===== config.mk =====
export PLATFORM = sky130hd
export DESIGN_NAME = viterbi_acs_ctrl_flat
export DESIGN_NICKNAME = d
export VERILOG_FILES = /design/src/rtl/viterbi_acs_ctrl_if.sv /design/src/rtl/viterbi_acs_ctrl.sv /design/src/flat_wrapper.sv
export SDC_FILE = /design/constraint.sdc
export NUM_CORES = 1
export LEC_CHECK = 0
export ABC_AREA = 1
export BUFFER_PORTS_ARGS = -buffer_cell sky130_fd_sc_hd__buf_2
export CORE_MARGIN = 3
export CORE_UTILIZATION = 34
export CTS_CLUSTER_DIAMETER = 80
export CTS_CLUSTER_SIZE = 20
export DETAILED_ROUTE_END_ITERATION = 6
export GPL_TIMING_DRIVEN = 0
export MAX_ROUTING_LAYER = met4
export PLACE_DENSITY = 0.65
export SYNTH_ARGS = -nofsm -noshare
export SYNTH_HDL_FRONTEND = slang
export SYNTH_SLANG_ARGS = --single-unit

===== constraint.sdc =====
create_clock -name clk -period 5.4 [get_ports clk]
set_input_delay 0 -clock clk [delete_from_list [all_inputs] [get_ports clk]]
set_output_delay 0 -clock clk [all_outputs]
set_load 0.05 [all_outputs]

===== src/rtl/viterbi_acs_ctrl_if.sv =====
// Signal bundle between the 4-state Viterbi ACS sequencer and the rest of the decoder
// (symbol source, ACS array, survivor memory, traceback unit).
interface viterbi_acs_ctrl_if #(parameter int ADDR_W = 6);
  logic              start;
  logic [ADDR_W:0]   frame_len;
  logic              sym_valid;
  logic [1:0]        sym_data;
  logic              sym_ready;
  logic [1:0]        acs_data_recv;
  logic [27:0]       pm_q;
  logic [3:0]        pm_valid;
  logic [27:0]       acs_pm;
  logic [7:0]        acs_addr;
  logic [3:0]        acs_term;
  logic              surv_we;
  logic [ADDR_W-1:0] surv_addr;
  logic [7:0]        surv_wdata;
  logic              tb_start;
  logic [ADDR_W-1:0] tb_last_addr;
  logic [1:0]        tb_best_state;
  logic              tb_done;
  logic              busy;
  logic              frame_done;

  modport master (
    input  start, frame_len, sym_valid, sym_data, acs_pm, acs_addr, acs_term, tb_done,
    output sym_ready, acs_data_recv, pm_q, pm_valid, surv_we, surv_addr, surv_wdata,
           tb_start, tb_last_addr, tb_best_state, busy, frame_done
  );

  modport slave (
    output start, frame_len, sym_valid, sym_data, acs_pm, acs_addr, acs_term, tb_done,
    input  sym_ready, acs_data_recv, pm_q, pm_valid, surv_we, surv_addr, surv_wdata,
           tb_start, tb_last_addr, tb_best_state, busy, frame_done
  );
endinterface


===== src/rtl/viterbi_acs_ctrl.sv =====
// Frame sequencer for the 4-state K=3 Viterbi ACS array: owns the path metrics,
// reachability mask and normalisation, writes survivors and launches traceback.
module viterbi_acs_pm_lane #(
  parameter int NORM_BIT = 6
) (
  input  logic [6:0] acs_pm,
  input  logic       acs_term,
  input  logic       valid_nxt,
  input  logic       norm,
  output logic       norm_ok,
  output logic [6:0] pm_nxt
);
  logic [6:0] cand;

  assign cand    = acs_term ? 7'd0 : acs_pm;
  // Unreachable states never veto normalisation.
  assign norm_ok = cand[NORM_BIT] | ~valid_nxt;
  assign pm_nxt  = (norm && valid_nxt) ? (cand & ~(7'd1 << NORM_BIT)) : cand;
endmodule

module viterbi_acs_ctrl #(
  parameter int ADDR_W   = 6,
  parameter int NORM_BIT = 6
) (
  input logic                clk,
  input logic                rst_n,
  viterbi_acs_ctrl_if.master bus
);
  localparam int NUM_LANES = 4;
  localparam int PM_W      = 7;
  localparam logic [ADDR_W:0] DEPTH = (ADDR_W+1)'(1 << ADDR_W);

  typedef enum logic [2:0] {IDLE, RUN, TB_REQ, TB_WAIT, DONE} state_e;

  state_e                         state_q, state_d;
  logic [NUM_LANES-1:0][PM_W-1:0] pm_q, pm_d, pm_nxt;
  logic [NUM_LANES-1:0]           valid_q, valid_d, valid_nxt, norm_ok;
  logic [ADDR_W-1:0]              step_q, step_d, len_m1_q, len_m1_d;
  logic [ADDR_W-1:0]              tb_last_q, tb_last_d;
  logic [1:0]                     tb_best_q, tb_best_d;
  logic                           sym_ready_q, sym_ready_d;
  logic                           tb_start_q, tb_start_d;
  logic                           busy_q, busy_d;
  logic                           frame_done_q, frame_done_d;
  logic                           accept, norm;
  logic [ADDR_W:0]                len_eff;
  logic [1:0]                     best_idx;
  logic [PM_W-1:0]                best_pm;
  logic                           found;

  assign accept = bus.sym_valid & sym_ready_q;

  // Next-state reachability follows the trellis: ns = {b, s[1]}, so ns is
  // reachable from predecessors {ns[0], x}.
  always_comb begin
    for (int s = 0; s < NUM_LANES; s++)
      valid_nxt[s] = valid_q[(s & 1) * 2] | valid_q[(s & 1) * 2 + 1];
  end

  assign norm = &norm_ok;

  for (genvar s = 0; s < NUM_LANES; s++) begin : g_lane
    viterbi_acs_pm_lane #(.NORM_BIT(NORM_BIT)) u_lane (
      .acs_pm    (bus.acs_pm[PM_W*s +: PM_W]),
      .acs_term  (bus.acs_term[s]),
      .valid_nxt (valid_nxt[s]),
      .norm      (norm),
      .norm_ok   (norm_ok[s]),
      .pm_nxt    (pm_nxt[s])
    );
  end

  // Best end state over the metrics about to be written; strict < keeps lowest index on ties.
  always_comb begin
    best_idx = '0;
    best_pm  = '1;
    found    = 1'b0;
    for (int s = 0; s < NUM_LANES; s++) begin
      if (valid_nxt[s] && (!found || pm_nxt[s] < best_pm)) begin
        found    = 1'b1;
        best_pm  = pm_nxt[s];
        best_idx = 2'(s);
      end
    end
  end

  assign len_eff = (bus.frame_len == '0 || bus.frame_len > DEPTH) ? DEPTH : bus.frame_len;

  always_comb begin
    state_d      = state_q;
    pm_d         = pm_q;
    valid_d      = valid_q;
    step_d       = step_q;
    len_m1_d     = len_m1_q;
    tb_last_d    = tb_last_q;
    tb_best_d    = tb_best_q;
    sym_ready_d  = sym_ready_q;
    tb_start_d   = 1'b0;
    busy_d       = busy_q;
    frame_done_d = 1'b0;
    case (state_q)
      IDLE: if (bus.start) begin
        state_d     = RUN;
        pm_d        = '0;
        valid_d     = 4'b0001;
        step_d      = '0;
        len_m1_d    = ADDR_W'(len_eff - 1'b1);
        sym_ready_d = 1'b1;
        busy_d      = 1'b1;
      end
      RUN: if (accept) begin
        pm_d    = pm_nxt;
        valid_d = valid_nxt;
        if (step_q == len_m1_q) begin
          state_d     = TB_REQ;
          sym_ready_d = 1'b0;
          tb_start_d  = 1'b1;
          tb_last_d   = len_m1_q;
          tb_best_d   = best_idx;
        end else begin
          step_d = step_q + 1'b1;
        end
      end
      TB_REQ:  state_d = TB_WAIT;
      TB_WAIT: if (bus.tb_done) begin
        state_d      = DONE;
        frame_done_d = 1'b1;
      end
      DONE: begin
        state_d = IDLE;
        busy_d  = 1'b0;
      end
      default: begin
        state_d     = IDLE;
        sym_ready_d = 1'b0;
        busy_d      = 1'b0;
      end
    endcase
  end

  always_ff @(posedge clk or negedge rst_n) begin
    if (!rst_n) begin
      state_q      <= IDLE;
      pm_q         <= '0;
      valid_q      <= 4'b0001;
      step_q       <= '0;
      len_m1_q     <= '0;
      tb_last_q    <= '0;
      tb_best_q    <= '0;
      sym_ready_q  <= 1'b0;
      tb_start_q   <= 1'b0;
      busy_q       <= 1'b0;
      frame_done_q <= 1'b0;
    end else begin
      state_q      <= state_d;
      pm_q         <= pm_d;
      valid_q      <= valid_d;
      step_q       <= step_d;
      len_m1_q     <= len_m1_d;
      tb_last_q    <= tb_last_d;
      tb_best_q    <= tb_best_d;
      sym_ready_q  <= sym_ready_d;
      tb_start_q   <= tb_start_d;
      busy_q       <= busy_d;
      frame_done_q <= frame_done_d;
    end
  end

  assign bus.sym_ready     = sym_ready_q;
  assign bus.acs_data_recv = bus.sym_data;
  assign bus.pm_q          = pm_q;
  assign bus.pm_valid      = valid_q;
  assign bus.surv_we       = accept;
  assign bus.surv_addr     = step_q;
  assign bus.surv_wdata    = bus.acs_addr;
  assign bus.tb_start      = tb_start_q;
  assign bus.tb_last_addr  = tb_last_q;
  assign bus.tb_best_state = tb_best_q;
  assign bus.busy          = busy_q;
  assign bus.frame_done    = frame_done_q;
endmodule


===== src/flat_wrapper.sv =====
// flat-port wrapper written by rule: the top's interface ports become plain ports
module viterbi_acs_ctrl_flat 
#(
  parameter int ADDR_W   = 6,
  parameter int NORM_BIT = 6
)
  (clk, rst_n, bus_start, bus_frame_len, bus_sym_valid, bus_sym_data, bus_acs_pm, bus_acs_addr, bus_acs_term, bus_tb_done, bus_sym_ready, bus_acs_data_recv, bus_pm_q, bus_pm_valid, bus_surv_we, bus_surv_addr, bus_surv_wdata, bus_tb_start, bus_tb_last_addr, bus_tb_best_state, bus_busy, bus_frame_done);
  viterbi_acs_ctrl_if #(.ADDR_W(ADDR_W)) bus_i ();
  input logic clk;
  input logic rst_n;
  input wire logic [$bits(bus_i.start)-1:0] bus_start;
  input wire logic [$bits(bus_i.frame_len)-1:0] bus_frame_len;
  input wire logic [$bits(bus_i.sym_valid)-1:0] bus_sym_valid;
  input wire logic [$bits(bus_i.sym_data)-1:0] bus_sym_data;
  input wire logic [$bits(bus_i.acs_pm)-1:0] bus_acs_pm;
  input wire logic [$bits(bus_i.acs_addr)-1:0] bus_acs_addr;
  input wire logic [$bits(bus_i.acs_term)-1:0] bus_acs_term;
  input wire logic [$bits(bus_i.tb_done)-1:0] bus_tb_done;
  output wire logic [$bits(bus_i.sym_ready)-1:0] bus_sym_ready;
  output wire logic [$bits(bus_i.acs_data_recv)-1:0] bus_acs_data_recv;
  output wire logic [$bits(bus_i.pm_q)-1:0] bus_pm_q;
  output wire logic [$bits(bus_i.pm_valid)-1:0] bus_pm_valid;
  output wire logic [$bits(bus_i.surv_we)-1:0] bus_surv_we;
  output wire logic [$bits(bus_i.surv_addr)-1:0] bus_surv_addr;
  output wire logic [$bits(bus_i.surv_wdata)-1:0] bus_surv_wdata;
  output wire logic [$bits(bus_i.tb_start)-1:0] bus_tb_start;
  output wire logic [$bits(bus_i.tb_last_addr)-1:0] bus_tb_last_addr;
  output wire logic [$bits(bus_i.tb_best_state)-1:0] bus_tb_best_state;
  output wire logic [$bits(bus_i.busy)-1:0] bus_busy;
  output wire logic [$bits(bus_i.frame_done)-1:0] bus_frame_done;
  assign bus_i.start = bus_start;
  assign bus_i.frame_len = bus_frame_len;
  assign bus_i.sym_valid = bus_sym_valid;
  assign bus_i.sym_data = bus_sym_data;
  assign bus_i.acs_pm = bus_acs_pm;
  assign bus_i.acs_addr = bus_acs_addr;
  assign bus_i.acs_term = bus_acs_term;
  assign bus_i.tb_done = bus_tb_done;
  assign bus_sym_ready = bus_i.sym_ready;
  assign bus_acs_data_recv = bus_i.acs_data_recv;
  assign bus_pm_q = bus_i.pm_q;
  assign bus_pm_valid = bus_i.pm_valid;
  assign bus_surv_we = bus_i.surv_we;
  assign bus_surv_addr = bus_i.surv_addr;
  assign bus_surv_wdata = bus_i.surv_wdata;
  assign bus_tb_start = bus_i.tb_start;
  assign bus_tb_last_addr = bus_i.tb_last_addr;
  assign bus_tb_best_state = bus_i.tb_best_state;
  assign bus_busy = bus_i.busy;
  assign bus_frame_done = bus_i.frame_done;
  viterbi_acs_ctrl #(.ADDR_W(ADDR_W), .NORM_BIT(NORM_BIT)) u_core (.clk(clk), .rst_n(rst_n), .bus(bus_i));
endmodule

==> run_results.csv <==
group,metric,value,unit
run_status,status,"finished, final reports clean",
routing,drt_iter0_markers,157,
timing,drv_slew,0,
logic_synthesis,yosysTopAreaCellShare,0.419,
power,p_switching,1.43,mW
logic_synthesis,synth_top_area_cell,"dfrtp_1",
grt,antenna_found_initial,0,
routing,num_vias,3254,
logic_synthesis,synth-async-reset-ratio,1.00,
timing,slew_headroom,0.514,
timing,layout_min_cycle_time,4.73,ns
routing,drt-pass1-iter-count,4,
worst_setup_path,rr_startpoint,"u_core.bus.pm_valid[1]$_DFFE_PN0P_",
worst_setup_path,crit_required,5.67,ns
final_layout,multiInputGateArea,1570,µm²
cts,clock_path_buffers,2,
logic_synthesis,yosys_warnings,0,
timing,hold_viol_final,0,
logic_synthesis,yosys_register_bits,58,
cts,path_clk_slew,0.06,ns
timing,finalSetupViolations,0,
final_layout,fillCellCount,947,
power,power_frac_seq,0.268,
logic_synthesis,syn_inst,432,
logic_synthesis,synth_common_cells,"129 x nand2_1, 57 x dfrtp_1, 57 x inv_1, 45 x o21ai_0, 20 x ha_1",
cts,numClockSinks,58,
job,maxCapViolations,0,
worst_setup_path,worstSetupStartpointType,"flip-flop",
routing,final_antenna_net_count,0,
floorplanning,ios,115,
final_layout,drive_above_1_share,0.271,
worst_setup_path,endpoint,"u_core.bus.tb_best_state[0]$_DFFE_PN0P_",
grt,grt_util_all_layers,0.173,
timing,finClkSkew,0.00703,ns
power,power.internal,1.29,mW
final_layout,register_area,1450,µm²
hold_path,min_path_type,"in2reg",
timing,rsz0062_at_grt,"no",
routing,wl_per_cell,12.8,µm
grt,top_usage_layer,"met2",
floorplanning,die_y,106,µm
floorplanning,dieArea,11200,µm²
placed_design,place.gp.congestion,0.834,
logic_synthesis,synth.avg_cell_area,7.88,µm²
grt,met3_usage,0.0376,
routing,totalWireLength,8960,µm
floorplanning,start_util,0.358,
grt,grt_pass1_wl,15200,µm
floorplanning,fp-row-count,35,
worst_setup_path,max_stage_delay,0.43,ns
logic_synthesis,synth_cell_type_count,35,
routing,drc,0,
logic_synthesis,ys_seq_area_frac,0.427,
worst_setup_path,r2r_cells,29,
floorplanning,coreArea,9500,µm²
power,clkPwrFrac,0.146,
placed_design,numPortBuffers,104,
worst_setup_path,critPathSlowestCell,"dfrtp_1",
worst_setup_path,crit_top_cell,"nand2_1",
worst_setup_path,end_kind,"flip-flop",
worst_setup_path,worstReg2RegEnd,"u_core.bus.tb_best_state[0]$_DFFE_PN0P_",
cts,insertion_delay,0.33,ns
worst_setup_path,crit_start,"u_core.bus.pm_valid[1]$_DFFE_PN0P_",
logic_synthesis,synth_area,3400,µm²
grt,grt_max_degree,59,
logic_synthesis,synth_edf_count,0,
power,swShare,0.526,
routing,via_per_inst,4.64,
grt,grt_use_met1,0.205,
cts,cts_root_buf,"clkbuf_8",
power,p_comb_frac,0.586,
grt,first_global_vias,3286,
cts,cts_htree_levels,3,
placed_design,dp.final_hpwl,7030,µm
worst_setup_path,r2r_setup_slack,0.67,ns
grt,met2_usage,0.297,
final_layout,num_antenna_cells,0,
final_layout,area_delta_synth_final,32.6,%
floorplanning,die_w,106,µm
cts,post_cts_buffers,0,
final_layout,fin_nets,644,
power,powerDensity,603,nW/µm²
cts,numCtsBuffers,9,
power,ir_drop,0.000347,V
final_layout,final_util,0.475,
logic_synthesis,synth_flop_cell,"dfrtp_1",
timing,finalCritPeriodShare,0.876,
grt,grt_overflow_total,0,
power,leakage,2.55,nW
logic_synthesis,synth_area_leaders,"dfrtp_1 42%, nand2_1 14%, ha_1 7.4%",
timing,fmax,211,MHz
timing,setup_tns,0,ns
worst_setup_path,cp.arrival,5.00,ns
logic_synthesis,yosys.cell_count.top_type,"nand2_1",
cts,cts_tree,"built",
worst_setup_path,critPathKind,"reg2reg",
worst_setup_path,critPathMaxFanout,10,
logic_synthesis,synth_nets,506,
timing,tightest_slew,0.730,ns
-- area by class of cell --
type / count / area share
flip-flops and latches: 58 / 0.322
multi-input cells: 291 / 0.348
clock buffers: 11 / 0.0335
inverters: 62 / 0.0516
clock inverters: 3 / 0.00887
plain buffers: 21 / 0.0341
repair buffers: 127 / 0.167
well taps: 129 / 0.0358
-- state kept, by name (all words and copies together), names as in the netlist --
name and cells:
u_core.bus.tb_last_addr 6, u_core.bus.sym_ready 1, u_core.state_q 3, u_core.bus.frame_done 1, u_core.len_m1_q 6, u_core.bus.pm_valid 3, u_core.bus.tb_start 1, u_core.bus.surv_addr 6
u_core.bus.busy 1, u_core.bus.tb_best_state 2, u_core.bus.pm_q 28
-- power groups by stage --
| stage | registers [mW] | clock network (mW) | logic [mW] |
|---|---|---|---|
| 6_report | 0.730 | 0.397 | 1.60 |
| 3_3_place_gp | 0.732 | 0 | 1.57 |
| 3_5_place_dp | 0.735 | 0 | 1.60 |
| 4_1_cts | 0.730 | 0.411 | 1.62 |
| 2_1_floorplan | 1.25 | 0 | 0.695 |
| 5_1_grt | 0.756 | 0.432 | 1.75 |
-- metrics by stage --
stage                     hold WS [ns]  worst slack, ns  area, µm²  power (mW)  instances
after CTS                      0.00226            0.491       4500        2.76        701
after global placement           0.274            0.605       4090        2.30        665
after global routing            0.0465         0.000776       4510        2.94        702
final                           0.0167            0.669       4510        2.72        702
after floorplan                 -0.296            0.978       3400        1.94        432
after detailed placement         0.283            0.521       4090        2.34        665
-- kinds of logic (layout without fill, tap and decap cells) --
family                     Yosys count  after routing  synth area share
and+or+nand+nor                    174            174             0.219
AOI/OAI and AO/OA                   93             93             0.157
buffers and inverters               83            224             0.113
DFF                                 58             58             0.427
adders and majority gates           20             20            0.0735
xor gates and xnor gates             4              4            0.0103
-- cell usage in the layout, fill, tap and decap left out, types with 2 or more instances in the layout --
master	netlist	layout
clkbuf_1	4	3
clkbuf_8	0	11
inv_1	57	57
ha_1	20	20
nor3_1	2	2
buf_2	2	105
nor2_1	16	16
nand3_1	12	12
a21oi_1	19	19
nand4_1	3	3
nand2_1	129	129
nor2_4	4	4
xor2_1	3	3
buf_4	11	12
o22ai_1	2	2
o21ai_0	45	43
dfrtp_1	57	57
a22oi_1	2	2
o21ai_1	10	11
o2111ai_1	2	2
a32o_1	6	6
nand2_2	4	4
clkinv_2	0	2
buf_6	4	4
inv_2	5	5
nor3b_1	2	2
dlygate4sd3_1	0	23
-- critical path: cells and delay by family, from the launching register on --
| family | cells | cell delay (ns) |
|---|---|---|
| AO/OA/AOI/OAI | 9 | 1.53 |
| AND/OR/NAND/NOR | 13 | 1.26 |
| adder cells (fa/ha/maj) | 3 | 0.86 |
| buffers and inverters | 4 | 0.58 |
| flip-flops | 1 | 0.43 |
-- worst min-delay path by stage --
stage / endpoint / depth (start not counted) / slack, ns / start
final: u_core.len_m1_q[3]$_DFFE_PN0P_ / 3 / 0.02 / bus_frame_len[3]
after global routing: u_core.len_m1_q[3]$_DFFE_PN0P_ / 3 / 0.05 / bus_frame_len[3]
after CTS: u_core.len_m1_q[3]$_DFFE_PN0P_ / 3 / 0.002 / bus_frame_len[3]
after detailed placement: u_core.state_q[0]$_DFFE_PN0P_ / 3 / 0.28 / bus_start
after global placement: u_core.state_q[0]$_DFFE_PN0P_ / 3 / 0.27 / bus_start
after floorplan: u_core.bus.busy$_DFFE_PN0P_ / 0 / -0.30 / rst_n
-- metal layers --
layer	vias up	wire (µm)
met4	0	87
met1	1498	3880
met2	83	4520
met5	-	0
met3	8	464
li1	1665	-
-- what timing repair did --
action	in CTS	in global routing
hold buffers	22	1
endpoints found under the setup margin	0	2
resized for setup	0	5
hold endpoints to repair	22	57
No activity file was read; power rests on OpenSTA's default activity.
